[src/rtl/aes_round_seq.sv]
`default_nettype none
// ============================================================================
// Module   : aes_round_seq
// Purpose  : AES round/sub-round sequencer with reverse key-schedule phase
//            for decryption. Optional macro AES_ROUND_SEQ_ABORT_EN enables
//            the abort input.
// Revision : 1.0
// ============================================================================
module aes_round_seq #(
    parameter int SUB_ROUNDS = 16,
    parameter int SR_W       = 4
) (
    input  logic            clk,
    input  logic            reset,
    input  logic            start,
    input  logic            enc_dec,
    input  logic [1:0]      mode,
    input  logic            abort,
    output logic            busy,
    output logic [3:0]      round,
    output logic [SR_W-1:0] sub_round,
    output logic            round_start,
    output logic            round_complete,
    output logic            key_gen,
    output logic [3:0]      key_gen_round,
    output logic            done,
    output logic            err
);

    typedef enum logic [1:0] {
        IDLE   = 2'd0,
        KEYGEN = 2'd1,
        ROUND  = 2'd2
    } state_t;

    localparam logic [SR_W-1:0] SR_LAST = SR_W'(SUB_ROUNDS - 1);

    state_t     state;
    logic [1:0] mode_q;
    logic [3:0] nr;
    logic       last_slice;
    logic       abort_hit;

    // Round count comes from the mode captured at accept, never the live port.
    always_comb begin
        nr = 4'd14;
        case (mode_q)
            2'b00:   nr = 4'd10;
            2'b01:   nr = 4'd12;
            default: nr = 4'd14;
        endcase
    end

    assign last_slice = (sub_round == SR_LAST);

`ifdef AES_ROUND_SEQ_ABORT_EN
    assign abort_hit = abort && (state != IDLE);
`else
    logic unused_abort;
    assign unused_abort = abort;
    assign abort_hit    = 1'b0;
`endif

    always_ff @(posedge clk) begin
        if (reset || abort_hit) begin
            state         <= IDLE;
            mode_q        <= 2'b00;
            round         <= 4'd0;
            sub_round     <= '0;
            key_gen_round <= 4'd0;
        end else begin
            case (state)
                IDLE: begin
                    if (start && (mode != 2'b11)) begin
                        mode_q        <= mode;
                        state         <= enc_dec ? KEYGEN : ROUND;
                        round         <= 4'd0;
                        sub_round     <= '0;
                        key_gen_round <= 4'd0;
                    end
                end
                KEYGEN: begin
                    if (key_gen_round == nr) begin
                        state         <= ROUND;
                        key_gen_round <= 4'd0;
                        round         <= 4'd0;
                        sub_round     <= '0;
                    end else begin
                        key_gen_round <= key_gen_round + 4'd1;
                    end
                end
                ROUND: begin
                    if (last_slice) begin
                        sub_round <= '0;
                        if (round == nr) begin
                            state <= IDLE;
                            round <= 4'd0;
                        end else begin
                            round <= round + 4'd1;
                        end
                    end else begin
                        sub_round <= sub_round + SR_W'(1);
                    end
                end
                default: state <= IDLE;
            endcase
        end
    end

    assign busy           = (state != IDLE);
    assign key_gen        = (state == KEYGEN);
    assign round_start    = (state == ROUND) && (sub_round == '0);
    assign round_complete = (state == ROUND) && last_slice;
    // A reset or abort landing on the final slice suppresses completion.
    assign done           = round_complete && (round == nr) && !reset && !abort_hit;
    assign err            = (state == IDLE) && start && (mode == 2'b11) && !reset;

endmodule
`default_nettype wire
[config.mk]
export PLATFORM = sky130hd
export DESIGN_NAME = aes_round_seq
export DESIGN_NICKNAME = d
export VERILOG_FILES = /design/src/rtl/aes_round_seq.sv
export SDC_FILE = /design/constraint.sdc
export NUM_CORES = 1
export LEC_CHECK = 0
export CORE_ASPECT_RATIO = 0.9
export CORE_MARGIN = 4
export CORE_UTILIZATION = 38
export CTS_CLUSTER_SIZE = 28
export DETAILED_ROUTE_END_ITERATION = 10
export SLEW_MARGIN = 20
export SYNTH_ARGS = -nofsm -noshare
export SYNTH_HDL_FRONTEND = slang
export SYNTH_SLANG_ARGS = --single-unit
[constraint.sdc]
create_clock -name clk -period 2.1 [get_ports clk]
set_input_delay 0.63 -clock clk [delete_from_list [all_inputs] [get_ports clk]]
set_output_delay 0.63 -clock clk [all_outputs]
set_load 0.05 [all_outputs]
==> After elaboration in Yosys (flattened, before gate mapping) <==
Cells that the tools add are included.
{ "classes": {"magnitude_cmp": 0, "n_addsub": 3, "eq_ne": 12, "bitwise": 0, "div_mod_pow": 0, "reduce_logical": 20, "multipliers": 0, "shift": 0, "muxes": 16} }
{ "op_table": {"columns": ["op", "n"], "rows": [
  ["4-bit 2-to-1 mux", 6],
  ["4-bit one-hot mux with 3 select lines", 2],
  ["4-bit by 1-bit adder with 4-bit output (second input constant)", 3],
  ["2-bit 2-to-1 mux", 5],
  ["4-bit equality test", 2],
  ["1-bit logical AND", 8],
  ["2-bit inequality test (second input constant)", 4],
  ["4-bit one-hot mux with 2 select lines", 1],
  ["4-bit AND reduction", 2],
  ["2-bit one-hot mux with 3 select lines", 1],
  ["3-bit one-hot mux with 2 select lines", 1],
  ["2-bit by 1-bit equality test with 1-bit output (second input constant)", 2],
  ["2-bit equality test (second input constant)", 2],
  ["4-bit equality test (second input constant)", 1],
  ["2-bit logical NOT", 2],
  ["4-bit logical NOT", 1],
  ["2-bit AND reduction", 2],
  ["2-bit nonzero test", 2],
  ["3-bit AND reduction", 1],
  ["3-bit nonzero test", 1],
  ["2-bit by 1-bit inequality test with 1-bit output (second input constant)", 1],
  ["1-bit logical NOT", 1]
]} }
{ "totals": {"word_cells": 56, "ff_bits": 16, "mem_bits_ro": 0, "memories": 0, "in_bits": 7, "mem_bits_rw": 0, "latchBits": 0, "out_inout_bits": 18} }

==> Depth between registers and ports, before layout <==
{ "logic_depth": {"word_depth": 6, "depth_mapped": 5, "mapped_depth_nobuf": 5} }

==> Least setup slack after synthesis <==
Ideal clock, no wire load.
{ "synth_path": {"path_kind": "reg-to-output", "from": "reg sub_round[0]", "to": "out round_start", "arrival_ns": 2.369, "stages_incl_launch_ff": 4, "path_slack_ns": -0.899, "required_time_ns": 1.470, "path_buffers": 0, "path_cell_list": "dfxtp_1 inv_1 ha_1 nor4b_1"} }
{ "synth_via": {"elab_chain_len": 2} }
{ "synth_rtl": {"columns": ["item", "line", "rtl"], "rows": [
  ["start: declaration", "21", "output logic [SR_W-1:0] sub_round,"],
  ["start signal: assignment", "102", "sub_round <= sub_round + SR_W'(1);"],
  ["4-bit logical NOT", "112", "assign round_start = (state == ROUND) && (sub_round == '0);"],
  ["1-bit logical AND", "112", null],
  ["end: declaration", "22", "output logic round_start,"]
]} }
Every way passes these cells.

==> Final worst setup path <==
{ "layout_path": {"from": "in reset", "to": "out done"} }
{ "layout_via": {"elab_chain_len": 2} }
{ "layout_rtl": {"columns": ["item", "line", "rtl"], "rows": [
  ["start: declaration", "14", "input logic reset,"],
  ["1-bit logical NOT", "115", "assign done = round_complete && (round == nr) && !reset && !abort_hit;"],
  ["1-bit logical AND", "115", null],
  ["end: declaration", "26", "output logic done,"]
]} }
Every way passes these cells.

==> reports/results.txt <==
Final GP Congestion = 0.8221
HPWL after DPL = 2.032 mm
Vias in the first global route = 1007
Synth Register Bits = 16
Startpoint types = primary input
Fmax = 450.3 MHz
Clock buffer depth = 2
DP Area = 1434 µm²
Top_reg_cell synth = dfxtp_1
DR WL/cell = 15.39 µm
Pleak = 0.6114 nW
Total CTS buffers = 3
CTS Sinks = 16
Failing checks = setup timing
Max-slew headroom at the worst pin = 0.6462
CP max stage delay = 370 ps
Crit path arrival time = 1590 ps
Period utilization = 1.057
# IOs = 25
IO buf count = 23
CP Buf/Inv Count = 2
H-tree Lvls = 1
CP startpoint = reset
Cell count after synthesis = 115
GRT Total Usage = 0.1585
Nets = 164
Critical-path cell list = buf_6 -> or3b_4 -> or2_4 -> nor2_4 -> buf_12
CP delay by family, top = simple AND/OR/NAND/NOR gates
Grt total ovfl = 0
Status = finished with violations
Mean Syn Cell Area = 8.856 µm²
Hold Fails Final Rpt = 0
PwrDens = 541.2 nW/µm²
Clk slew on worst S/H paths = 90 ps
Antenna violations before repair = 0
Hold Crit Start = key_gen_round[3]$_SDFFE_PP0P_
Max VDD drop = 0.0003301 V
Worst Hold Class = register to register
Number of flops mapped to enable cells by yosys = 0
Largest net degree at the start of global routing = 14
Post-DRT Antenna Nets = 0
FF-to-FF setup slack = 400 ps
Diode count = 0
Global-route wire length before repair = 4.629 mm
Die width = 62.57 µm
Seq/Total Area, Yosys = 0.3145
Asr flop ratio synth = 0
CTS tree = yes
CTS Hold Bufs = 0
Max Cap Viol = 0
Root Buffer = clkbuf_4
Drt first pass iters = 4
Worst r2r path cells = 5
Crit. End Element = output pin
Critical path class = primary input to output pin
Post-Syn Area = 1018 µm²
Most frequent cells in the layout = buf_4, nor2_1, a21oi_1, dfxtp_1
Via count = 1034
Warning count from the yosys run = 0
Fin area = 1544 µm²
Final Max Slew Viols = 0
Crit Reg-Reg Startpoint = mode_q[0]$_SDFFE_PP0P_
CP max FO = 2
CP Data Required Time = 1470 ps
Critical path's slowest cell = or3b_4
Worst-skew pair later-pin latency = 300 ps
Clock skew = 11.95 ps
Setup TNS = -125.1 ps
Tmin final = 2221 ps
Pre-CTS setup slack = -474.0 ps
Final setup vio count = 2
Worst-margin pin slew = 527.5 ps
Vert. Die Dim = 57.12 µm
RSZ-0062 raised after global routing = yes
Hold Crit Endpoint = key_gen_round[3]$_SDFFE_PP0P_
Synthesized Nets = 126
FP Rows = 17
Area of the core = 2510 µm²
Synth cell types = 52
Post-route DRC = 0
Hold depth = 1
Iter 0 DRT Violations = 29
Worst setup margin = -120.7 ps
Final WL = 2.771 mm
DIE AREA = 3574 µm²
RR Endpoint = round[2]$_SDFFE_PP0P_
Commonest non-fill, non-tap cell in the layout = buf_4
Layout cells sized above 1 = 0.4671
Area Growth Syn to Fin = 51.60%
Initial Utilization = 0.4058
Vias/cell = 5.744
cells in the mapped netlist (2+ instances only):
library cell  instances  area share
o21a_1                2       0.015
ha_1                  4       0.049
or3b_1                2       0.017
nor4bb_2              2       0.032
nand3_1               4       0.020
nand2_1               3       0.011
nor4b_1               2       0.017
inv_1                 6       0.022
nor2_1               12       0.044
o211ai_1              3       0.022
a211oi_1              2       0.015
nand4b_1              2       0.017
o21ai_0               3       0.015
o21bai_1              2       0.015
dfxtp_1              16        0.31
nor2b_1               4       0.025
a21oi_1               8       0.039
nor3_1                3       0.015
nand2b_1              2       0.012
kinds of logic after synthesis:
group                      count (synthesis)  share of synthesized area
muxes                                      1                    0.01106
buffers and inverters                     10                    0.04422
adders and majority gates                  4                    0.04914
and+or+nand+nor                           46                     0.2936
AOI/OAI and AO/OA                         38                     0.2875
DFF                                       16                     0.3145
where the power goes:
part	internal (W)	leakage (nW)	switching, W
Clock	0.000106	0.0210	0.000107
Combinational	0.000128	0.456	0.000159
Sequential	0.000318	0.134	0.0000173
Total	0.000552	0.611	0.000284
what timing repair did:
| item | CTS | global route |
|---|---|---|
| setup buffers | 0 | 1 |
| resized for setup | 17 | 12 |
| setup endpoints to repair | 4 | 5 |
| pin swaps | 5 | 5 |
per-stage QoR:
stage	hold slack (ps)	utilization	total power [W]	cells
after floorplan	523.5	-	0.0004985	115
after global placement	498.1	0.5713	0.0006158	175
after detailed placement	505.9	0.5713	0.0006184	175
after CTS	528.4	0.5917	0.0008344	179
after global routing	545.3	0.6152	0.0008813	180
final	530.6	0.6152	0.0008356	180
sequential cells by signal (all words and copies together), names as in the netlist:
name / count
key_gen_round: 4
mode_q: 2
round: 4
state: 2
sub_round: 4
area by class of cell:
class                           count  area (µm²)
Inverter                            7       28.78
Multi-Input combinational cell     89       747.0
Timing Repair Buffer               36       361.6
Tap cell                           28       35.03
Clock buffer                        4       36.28
Fill cell                         213       965.9
Sequential cell                    16       335.3
worst max-delay path by stage:
| stage | end | slack (ps) | cells past startpoint |
|---|---|---|---|
| after global routing | done | -170 | 4 |
| after floorplan | done | -60 | 4 |
| after CTS | done | -190 | 5 |
| final | done | -120 | 5 |
| after detailed placement | done | -470 | 5 |
| after global placement | done | -440 | 5 |
routing by layer:
layer / share of wire / GRT usage / vias up
met2: 0.48 / 0.2720 / 21
met4: 0.0061 / 0.01887 / 0
met3: 0.043 / 0.05709 / 2
met5: 0 / 0 / -
met1: 0.47 / 0.1971 / 492
li1: - / - / 519
(Power assumes the default switching activity.)
